**config.mk**
```make
export PLATFORM = sky130hd
export DESIGN_NAME = reg_writeback_unit
export DESIGN_NICKNAME = d
export VERILOG_FILES = /design/src/rtl/wb_pkg.sv /design/src/rtl/wb_load_fifo.sv /design/src/rtl/reg_writeback_unit.sv
export SDC_FILE = /design/constraint.sdc
export NUM_CORES = 1
export LEC_CHECK = 0
export CORE_UTILIZATION = 50
export CTS_CLUSTER_DIAMETER = 200
export DETAILED_ROUTE_END_ITERATION = 12
export HOLD_SLACK_MARGIN = 0.12
export PLACE_DENSITY = 0.83
export SETUP_SLACK_MARGIN = 0.2
export SLEW_MARGIN = 15
export SYNTH_ARGS = -nofsm -noshare
export SYNTH_HDL_FRONTEND = slang
export SYNTH_SLANG_ARGS = --single-unit
```
**constraint.sdc**
```tcl
create_clock -name clk -period 4.45 [get_ports clk]
set_clock_uncertainty 0.05 [all_clocks]
set_input_delay 0.89 -clock clk [delete_from_list [all_inputs] [get_ports clk]]
set_output_delay 0.89 -clock clk [all_outputs]
set_load 0.1 [all_outputs]
```
**src/rtl/wb_pkg.sv**
```systemverilog
// wb_pkg: shared widths and the writeback request type.
//   DATA_W  register width
//   ADDR_W  register index width
//   NREGS   number of architectural registers
//   wb_req_t  {dest, data} pair carried through the load FIFO
package wb_pkg;
    localparam int DATA_W = 16;
    localparam int ADDR_W = 4;
    localparam int NREGS  = 16;
    typedef struct packed {
        logic [ADDR_W-1:0] dest;
        logic [DATA_W-1:0] data;
    } wb_req_t;
endpackage

```
**src/rtl/wb_load_fifo.sv**
```systemverilog
// wb_load_fifo: synchronous FIFO of wb_req_t with count-based full/empty.
//   clk, reset      clock, synchronous active-high reset
//   push_i, din_i   write strobe and entry (caller guarantees !full_o)
//   pop_i, dout_o   read strobe and head entry (caller guarantees !empty_o)
//   full_o, empty_o status from the registered count
module wb_load_fifo import wb_pkg::*; #(
    parameter int DEPTH = 2
) (
    input  logic    clk,
    input  logic    reset,
    input  logic    push_i,
    input  wb_req_t din_i,
    input  logic    pop_i,
    output wb_req_t dout_o,
    output logic    full_o,
    output logic    empty_o
);
    localparam int AW = $clog2(DEPTH);
    wb_req_t        mem_q [DEPTH];
    logic [AW-1:0]  wr_q, rd_q;
    logic [AW:0]    cnt_q;
    always_ff @(posedge clk) begin
        if (reset) begin
            wr_q  <= '0;
            rd_q  <= '0;
            cnt_q <= '0;
        end else begin
            if (push_i) wr_q <= wr_q + 1'b1;
            if (pop_i) rd_q <= rd_q + 1'b1;
            cnt_q <= cnt_q + (AW+1)'(push_i) - (AW+1)'(pop_i);
        end
    end
    always_ff @(posedge clk) begin
        if (push_i) mem_q[wr_q] <= din_i;
    end
    assign dout_o  = mem_q[rd_q];
    assign full_o  = cnt_q == (AW+1)'(DEPTH);
    assign empty_o = cnt_q == '0;
endmodule

```
**src/rtl/reg_writeback_unit.sv**
```systemverilog
// reg_writeback_unit: arbitrates ALU and load results onto the register file write port and tracks pending writes.
//   clk, reset                      clock, synchronous active-high reset
//   alu_valid/alu_dest/alu_data     single-cycle ALU result, always accepted, wins arbitration
//   ld_valid/ld_ready/ld_dest/ld_data  load result handshake into the load FIFO
//   issue_valid/issue_dest          decode issues a writer of issue_dest
//   chk_rs1/chk_rs2, hazard1/hazard2   RAW check of decode sources against pending writes
//   issue_block                     pending count of issue_dest saturated
//   wb_stall                        a queued load has waited STARVE_LIMIT cycles behind ALU writes
//   RegWrite/WriteReg/WriteData     registered register file write port
module reg_writeback_unit import wb_pkg::*; #(
    parameter int LD_DEPTH     = 2,
    parameter int STARVE_LIMIT = 4,
    parameter int CNT_W        = 2
) (
    input  logic              clk,
    input  logic              reset,
    input  logic              alu_valid,
    input  logic [ADDR_W-1:0] alu_dest,
    input  logic [DATA_W-1:0] alu_data,
    input  logic              ld_valid,
    output logic              ld_ready,
    input  logic [ADDR_W-1:0] ld_dest,
    input  logic [DATA_W-1:0] ld_data,
    input  logic              issue_valid,
    input  logic [ADDR_W-1:0] issue_dest,
    input  logic [ADDR_W-1:0] chk_rs1,
    input  logic [ADDR_W-1:0] chk_rs2,
    output logic              hazard1,
    output logic              hazard2,
    output logic              issue_block,
    output logic              wb_stall,
    output logic              RegWrite,
    output logic [ADDR_W-1:0] WriteReg,
    output logic [DATA_W-1:0] WriteData
);
    localparam int SW = $clog2(STARVE_LIMIT + 1);
    logic              full, empty, push, pop, inc, wr_en_d;
    logic [ADDR_W-1:0] wr_dest_d;
    logic [DATA_W-1:0] wr_data_d;
    logic [SW-1:0]     starve_q, starve_d;
    logic [CNT_W-1:0]  cnt_q [NREGS];
    wb_req_t           head;
    wb_load_fifo #(.DEPTH(LD_DEPTH)) u_fifo (
        .clk    (clk),
        .reset  (reset),
        .push_i (push),
        .din_i  ('{dest: ld_dest, data: ld_data}),
        .pop_i  (pop),
        .dout_o (head),
        .full_o (full),
        .empty_o(empty)
    );
    assign ld_ready    = !full;
    assign push        = ld_valid && !full;
    assign pop         = !alu_valid && !empty;
    assign wr_en_d     = alu_valid || !empty;
    assign wr_dest_d   = alu_valid ? alu_dest : head.dest;
    assign wr_data_d   = alu_valid ? alu_data : head.data;
    assign wb_stall    = starve_q >= SW'(STARVE_LIMIT);
    assign hazard1     = |cnt_q[chk_rs1];
    assign hazard2     = |cnt_q[chk_rs2];
    assign issue_block = &cnt_q[issue_dest];
    assign inc         = issue_valid && !issue_block;
    // Reaching here with a non-empty FIFO and no pop means the ALU won again.
    assign starve_d    = (empty || pop) ? '0 : wb_stall ? starve_q : starve_q + 1'b1;
    always_ff @(posedge clk) begin
        if (reset) begin
            RegWrite  <= 1'b0;
            WriteReg  <= '0;
            WriteData <= '0;
            starve_q  <= '0;
        end else begin
            RegWrite <= wr_en_d;
            starve_q <= starve_d;
            if (wr_en_d) begin
                WriteReg  <= wr_dest_d;
                WriteData <= wr_data_d;
            end
        end
    end
    // The pending count drops on the edge that registers the write: the register
    // file captures it at the following negedge, so decode may read it that cycle.
    always_ff @(posedge clk) begin
        for (int r = 0; r < NREGS; r++) begin
            if (reset) begin
                cnt_q[r] <= '0;
            end else begin
                if (inc && issue_dest == ADDR_W'(r) && !(wr_en_d && wr_dest_d == ADDR_W'(r)))
                    cnt_q[r] <= cnt_q[r] + 1'b1;
                else if (!(inc && issue_dest == ADDR_W'(r)) && wr_en_d && wr_dest_d == ADDR_W'(r) && cnt_q[r] != '0)
                    cnt_q[r] <= cnt_q[r] - 1'b1;
            end
        end
    end
endmodule

```
==> summary.md <==
| Metric | Value |
|---|---|
| TritonCTS Buffers | `9` |
| Share of the synthesized area in the top cell type | `38.5%` |
| Comb pwr share | `36.6%` |
| Hold-fix buffers at CTS | `0` |
| Clock tree sinks | `101` |
| First-pass DRT Iterations | `6` |
| GRT Total Usage | `24.5%` |
| Synth Area in Compound Gates | `9.79%` |
| Max clock buf depth | `2` |
| Register bit total from synthesis | `101` |
| Fill cells | `871` |
| Die area | `11700 um2` |
| Setup crit start | `issue_dest[1]` |
| Htree depth | `3` |
| Distinct cells, synth | `57` |
| Final Hold Fails | `0` |
| WL/cell | `16.9 um` |
| Data required, critical path | `3.51 ns` |
| Type of the worst setup path | `input pin to output pin` |
| Critical Path AT | `3.08 ns` |
| Clock group share of total power | `19.1%` |
| Post-synth EDFFs | `72` |
| Mux cell area share after synthesis | `10.6%` |
| Ports | `83` |
| RSZ-0062 raised after global routing | `no` |
| Grt ovf | `0` |
| Die H | `108 um` |
| Peak supply drop | `0.314 mV` |
| Setup repair bufs after CTS | `0` |
| P&R area growth vs syn | `21.0%` |
| DP Wirelength | `9940 um` |
| Lkg Pwr | `0.00253 uW` |
| Hold crit path type | `register to register` |
| Reg2reg end | `cnt_q[6][1]$_DFFE_PP_` |
| Synthesized net count | `636` |
| CTS tree | `built` |
| Final core occ | `62.4%` |
| Worst slew pin tran | `1.02 ns` |
| Iteration-0 DRC Markers | `309` |
| Synth Area in XOR/XNOR | `0.936%` |
| Fraction of layout cells with a size suffix above 1 | `8.41%` |
| Relative slew slack | `31.5%` |
| Gpl congestion | `0.886` |
| Min-delay src | `WriteData[4]$_SDFFE_PP0P_` |
| CP Capture Type | `output pin` |
| Clock root buffer | `clkbuf_8` |
| Final nets | `713` |
| List of most frequent post-synthesis cells | `75 x nand2_1, 72 x edfxtp_1, 42 x nor2_1` |
| Inserted Diodes | `0` |
| Gr busiest metal | `met2` |
| Fin crit share | `90.3%` |
| Fmax | `249 MHz` |
| Worst r2r path cells | `5` |
| Detail-routed via count per cell | `5.86` |
| CORE AREA | `10900 um2` |
| Cell Area, Synth | `5610 um2` |
| Dominant synthesized flop cell | `edfxtp_1` |
| Internal power | `1710 uW` |
| Switching share of power | `39.8%` |
| Max Fanout on Critical Path | `26` |
| Synth Area in Simple Gates | `20.9%` |
| Max-cap violations | `0` |
| Largest cells by area after synthesis | `edfxtp_1 39%, dfxtp_1 10%, mux2i_1 5.9%` |
| Met1 Use GR | `28.9%` |
| Met2 Use GR | `43.5%` |
| First-pass GRT wire length | `22200 um` |
| Synth Area in Adders | `4.24%` |
| Vias in the first global route | `4720` |
| Initial Utilization | `51.5%` |
| Setup TNS | `0 ns` |
| Status | `finished, final reports clean` |
| R2R Setup Slk | `1.51 ns` |
| P per Cell Area | `419 nW/um2` |
| Count of pins over their slew limit | `0` |
| Final setup viols | `0` |
| Critical path launch point type | `input pin` |
| Seq pwr share | `44.3%` |
| Asr flop ratio synth | `0%` |
| Std-Cell Rows | `38` |
| Largest family of logic cells by synthesized area | `simple AND/OR/NAND/NOR gates` |
| Port Buffers | `82` |
| Setup crit end | `issue_block` |
| Vias | `4582` |
| Drc violations | `0` |
| Synthesized area per cell | `10.0 um2` |
| Initial antenna violation count | `0` |
| Antenna-violating nets left | `0` |
| Minimum clock period | `4.02 ns` |
| Largest net degree at the start of global routing | `34` |
| Yosys warnings | `0` |
| Sequential share of the synthesized area | `48.9%` |
| GR Util met3 | `6.15%` |
| Top-count cell post-synth | `nand2_1` |
| Routed Wire Length | `13200 um` |
| Post_cts resized | `0` |
| Dominant cell type by area after synthesis | `edfxtp_1` |
| Die width | `108 um` |
| Worst-path clk slew | `0.11 ns` |
| Synthesized netlist cell count | `560` |
| Net Sw Power | `1130 uW` |
| Clock Latency Late Sink | `0.36 ns` |
## worst max-delay path, stage by stage
cell and delay (ns):
clkdlybuf4s50_1 0.80, o31ai_1 0.60, mux4_2 0.32, nor2_1 0.05
a21oi_2 0.20, buf_12 0.21
## power groups by stage
stage / Clock [uW] / Sequential (uW) / Combinational, uW
after floorplan: 0 / 1530 / 493
final: 544 / 1260 / 1040
after global placement: 0 / 1270 / 1010
after detailed placement: 0 / 1280 / 1040
after global routing: 589 / 1280 / 1120
after CTS: 552 / 1260 / 1050
## final cells by class
type / count / area (um2) / area share [%]
clock inverters: 7 / 57.6 / 0.848
clock buffers: 9 / 124 / 1.82
multi-input cells: 392 / 2610 / 38.5
inverters: 41 / 154 / 2.27
flip-flops and latches: 101 / 2740 / 40.4
well taps: 140 / 175 / 2.58
repair buffers: 92 / 921 / 13.6
## kinds of logic (layout without fill, tap and decap cells)
logic type,Yosys count,count (layout)
fa+ha+maj,19,19
flops,101,101
xor+xnor,6,6
simple gates,230,230
mux,47,47
buf+inv,67,149
compound gates,90,90
## layout by cell type (no fill, tap or decap), types with 19 or more instances in the layout
| cell type | netlist | layout |
|---|---|---|
| mux2i_1 | 33 | 33 |
| clkdlybuf4s50_1 | 0 | 78 |
| a21oi_1 | 34 | 33 |
| o21ai_0 | 25 | 25 |
| nand2_1 | 75 | 75 |
| ha_1 | 19 | 19 |
| nor2_1 | 42 | 42 |
| edfxtp_1 | 72 | 72 |
| dfxtp_1 | 29 | 28 |
| inv_1 | 41 | 41 |
## worst min-delay path by stage
stage                            endpoint  cells after the start
6_report        WriteData[4]$_SDFFE_PP0P_                      2
4_1_cts         WriteData[4]$_SDFFE_PP0P_                      2
2_1_floorplan                    register                      2
3_5_place_dp    WriteData[4]$_SDFFE_PP0P_                      2
5_1_grt         WriteData[1]$_SDFFE_PP0P_                      2
3_3_place_gp   WriteData[14]$_SDFFE_PP0P_                      2
## metal layers
metal | vias up | wire [um]
met1 | 2184 | 5200
met5 | - | 0
met3 | 24 | 1100
met4 | 0 | 266
li1 | 2192 | -
met2 | 182 | 6660
## registers in the layout, indices dropped and copies added, names as in the netlist, named ones only
register      cells
u_fifo.mem_q     40
cnt_q            32
WriteData        16
WriteReg          4
starve_q          3
u_fifo.cnt_q      2
RegWrite          1
u_fifo.rd_q       1
u_fifo.wr_q       1
## metrics by stage
step | instance area, um2 | cells | hold WS [ns] | setup slack (ns) | power (uW)
2_1_floorplan | 5620 | 560 | 0.422 | 0.816 | 2020
3_3_place_gp | 6610 | 766 | 0.392 | 0.606 | 2280
3_5_place_dp | 6610 | 766 | 0.393 | 0.471 | 2320
4_1_cts | 6790 | 782 | 0.407 | 0.467 | 2860
5_1_grt | 6790 | 782 | 0.431 | 0.316 | 2990
6_report | 6790 | 782 | 0.407 | 0.434 | 2850
Note: power is estimated with default switching activity, not from simulation.
==> patch 1 (same flow settings) <==
Change the parameter `CNT_W` from 2 to 4.
--- a/src/rtl/reg_writeback_unit.sv
+++ b/src/rtl/reg_writeback_unit.sv
@@ -12,3 +12,3 @@
     parameter int STARVE_LIMIT = 4,
-    parameter int CNT_W        = 2
+    parameter int CNT_W        = 4
 ) (
Behaviour: not the same (a bounded check fails within 4 cycles, from zero or initial values and one cycle with reset high).
==> patch 1 against the unedited design <==
- clock power rose to 2.5 times the old value
- register-to-register slack worse by 0.36 ns
- routed wire length is 72% higher
- power increased by 54%
- final area up 50%
- sequential cell count rose by 32
- global-route usage grew 2.3 points
- synthesized area increased by 52%
- sequential power rose by 33%
- worst setup slack better by 0.026 ns
- first-iteration DRC count rose to 3.1 times the old value
- critical path type unchanged
- largest cell class is now multi-input gates
==> patch 1: results (changes against the unedited design) <==
metric,value,unit,change
status,"finished, final reports clean",,unchanged
critPathMaxFanout,23,,was 26
signal_buffers,104,,was 92
p_leak,3.67,nW,was 2.53 nW
grt_pass1_vias,7174,,"was 4,720"
yosysUniqueCellTypes,78,,was 57
seq_area_frac_synth,0.435,,was 0.489
cp.arrival,3.05,ns,was 3.08 ns
multi_input_gates,618,,was 392
cp_slowest_cell,mux4_2,,was clkdlybuf4s50_1
inv_count,60,,was 41
worstHoldStart,WriteReg[0],,was WriteData[4]
cts.sinks,133,,was 101
holdPathEnd,WriteReg[0],,was WriteData[4]
finalNonFillerCells,1167,,was 782
synth_edf_count,104,,was 72
gp_congestion,0.963,,was 0.886
synth_area_leaders,"edfxtp_1 (37%), mux4_2 (6.9%), dfxtp_1 (6.8%)",,"was edfxtp_1 (39%), dfxtp_1 (10%), mux2i_1 (5.9%)"
peakVddDrop,390,µV,was 314 µV
postSynthNetCount,943,,was 636
bufAreaShareNonClock,0.0978,,was 0.136
multi_input_area,4390,µm²,was 2610 µm²
reg.largest.list,"cnt_q x64, u_fifo.mem_q x40, WriteData x16",,"was u_fifo.mem_q x40, cnt_q x32, WriteData x16"
routedWlPerCell,19.4,µm,was 16.9 µm
path_clk_slew,0.06,ns,was 0.11 ns
max_slew_margin,0.312,,was 0.315
cts_root_buf,clkbuf_16,,was clkbuf_8
cp_slowest_stage_delay,0.52,ns,was 0.80 ns
grt_first_pass_wirelength,36700,µm,"was 22,200 µm"
final_area,10200,µm²,was 6790 µm²
dp_cells,1135,,was 766
seq_area_frac,0.364,,was 0.404
r2r_slack,1.15,ns,was 1.51 ns
## patch 1: cell types whose count changed in the layout (fill, tap and decap cells not counted), sizes merged, moves of 14 or more
cell | before | now
nand3 | 16 | 54
mux4 | 8 | 26
nor2 | 42 | 93
nand3b | 16 | 0
edfxtp | 72 | 104
ha | 19 | 36
a221oi | 0 | 14
inv | 44 | 70
## patch 1: cells by family after synthesis
logic type | after synthesis
compound gates | 215
xor+xnor | 11
fa+ha+maj | 37
buf+inv | 98
flops | 133
mux | 56
simple gates | 299
## patch 1: power groups by stage
stage          Clock [mW]  Sequential [mW]  Combinational, mW
4_1_cts              1.39             1.67               1.33
3_3_place_gp            0             1.69               1.29
5_1_grt              1.45             1.69               1.44
3_5_place_dp            0             1.69               1.32
2_1_floorplan           0             1.92              0.705
6_report             1.38             1.68               1.34
## patch 1: per-layer routing
metal  up-vias  part of all wire  GRT usage
li1       3426                 -          -
met1      3459              0.39      0.345
met2       492              0.46      0.420
met3        69              0.13     0.0893
met4         0             0.024      0.105
met5         -                 0          0
==> patch 2 (same settings) <==
Made on the original files. Make the reset (`reset`) asynchronous in 2 clocked blocks. Comments in the files are not updated.
--- a/src/rtl/wb_load_fifo.sv
+++ b/src/rtl/wb_load_fifo.sv
@@ -21,3 +21,3 @@
     logic [AW:0]    cnt_q;
-    always_ff @(posedge clk) begin
+    always_ff @(posedge clk or posedge reset) begin
         if (reset) begin
--- a/src/rtl/reg_writeback_unit.sv
+++ b/src/rtl/reg_writeback_unit.sv
@@ -65,3 +65,3 @@
     assign starve_d    = (empty || pop) ? '0 : wb_stall ? starve_q : starve_q + 1'b1;
-    always_ff @(posedge clk) begin
+    always_ff @(posedge clk or posedge reset) begin
         if (reset) begin
Behaviour: differs if reset is asserted again (counterexample within 4 cycles, from zero or initial values and one cycle with reset high); with reset held inactive, the same outputs for 4 cycles.
==> patch 2 against the unedited design <==
- worst setup slack worse by 0.073 ns
- power grew 30%
- largest power group is now combinational cells
- highest routed layer unchanged
- synthesized area up 2.8%
- final area is 3.8% higher
- sequential cell count decreased by 1
- clock power grew 40%
- count of clock-buffer cells in the layout increased by 1
- routed wire length increased by 4.3%
- sequential share of layout area rose by 0.21 points
==> patch 2: results (changes against the unedited design) <==
metric,value,unit,change
startpoint,issue_dest[3],,was issue_dest[1]
synth_area_per_cell,10.6,µm²,was 10.0 µm²
vias,4446,,"was 4,582"
synth.area.mux_share,0.109,,was 0.106
worstHoldStart,WriteData[1],,was WriteData[4]
grt_first_pass_wirelength,21900,µm,"was 22,200 µm"
clock_net_power,760,µW,was 544 µW
status,"finished, final reports clean",,unchanged
grt_max_degree,49,,was 34
m1WireLength,5490,µm,was 5200 µm
yosys-top-cells-count,"edfxtp_1 (72), nor2_1 (71), nand2_1 (61)",,"was nand2_1 (75), edfxtp_1 (72), nor2_1 (42)"
routed-wl-met2,6960,µm,was 6660 µm
gp_congestion,0.911,,was 0.886
yosysUniqueCellTypes,67,,was 57
path_clk_slew,0.08,ns,was 0.11 ns
async_flop_share,0.280,,was 0
seqPwrFrac,0.363,,was 0.443
grt_use_met1,0.284,,was 0.289
drive_gt1_frac,0.119,,was 0.0841
grt.met3_usage,0.0646,,was 0.0615
fill_cells,878,,was 871
p_seq,1.35,mW,was 1.26 mW
cts_root_buf,clkbuf_16,,was clkbuf_8
grtUsageMet2,0.434,,was 0.435
grt_usage,0.243,,was 0.245
switching_share,0.438,,was 0.398
powerDensity,527,nW/µm²,was 419 nW/µm²
critPathMaxFanout,15,,was 26
postSynthNetCount,621,,was 636
[patch 2: cell types whose count changed in the layout (fill, tap and decap cells not counted), sizes merged, moves of 5 or more]
cell | before | now
dfxtp | 29 | 0
nor2 | 42 | 71
dfrtp | 0 | 28
nand2 | 75 | 62
nand3b | 16 | 3
nor4 | 14 | 1
a21oi | 35 | 24
or2 | 0 | 7
and4 | 6 | 0
and3 | 7 | 2
mux2i | 34 | 29
mux4 | 8 | 13
o311ai | 0 | 5
[patch 2: area by class of cell]
class | count | area share
clock buffer | 10 | 0.0325
clock inverter | 6 | 0.00817
inverter | 44 | 0.0234
multi-input combinational | 379 | 0.376
sequential | 100 | 0.406
tap | 140 | 0.0249
timing repair buffer | 89 | 0.129
[patch 2: worst max path at each step]
stage / endpoint / slack (ns) / cells after the start
after floorplan: issue_block / 0.94 / 6
after global placement: issue_block / 0.47 / 7
after detailed placement: issue_block / 0.41 / 7
after CTS: issue_block / 0.41 / 7
after global routing: issue_block / 0.29 / 7
final: issue_block / 0.36 / 7
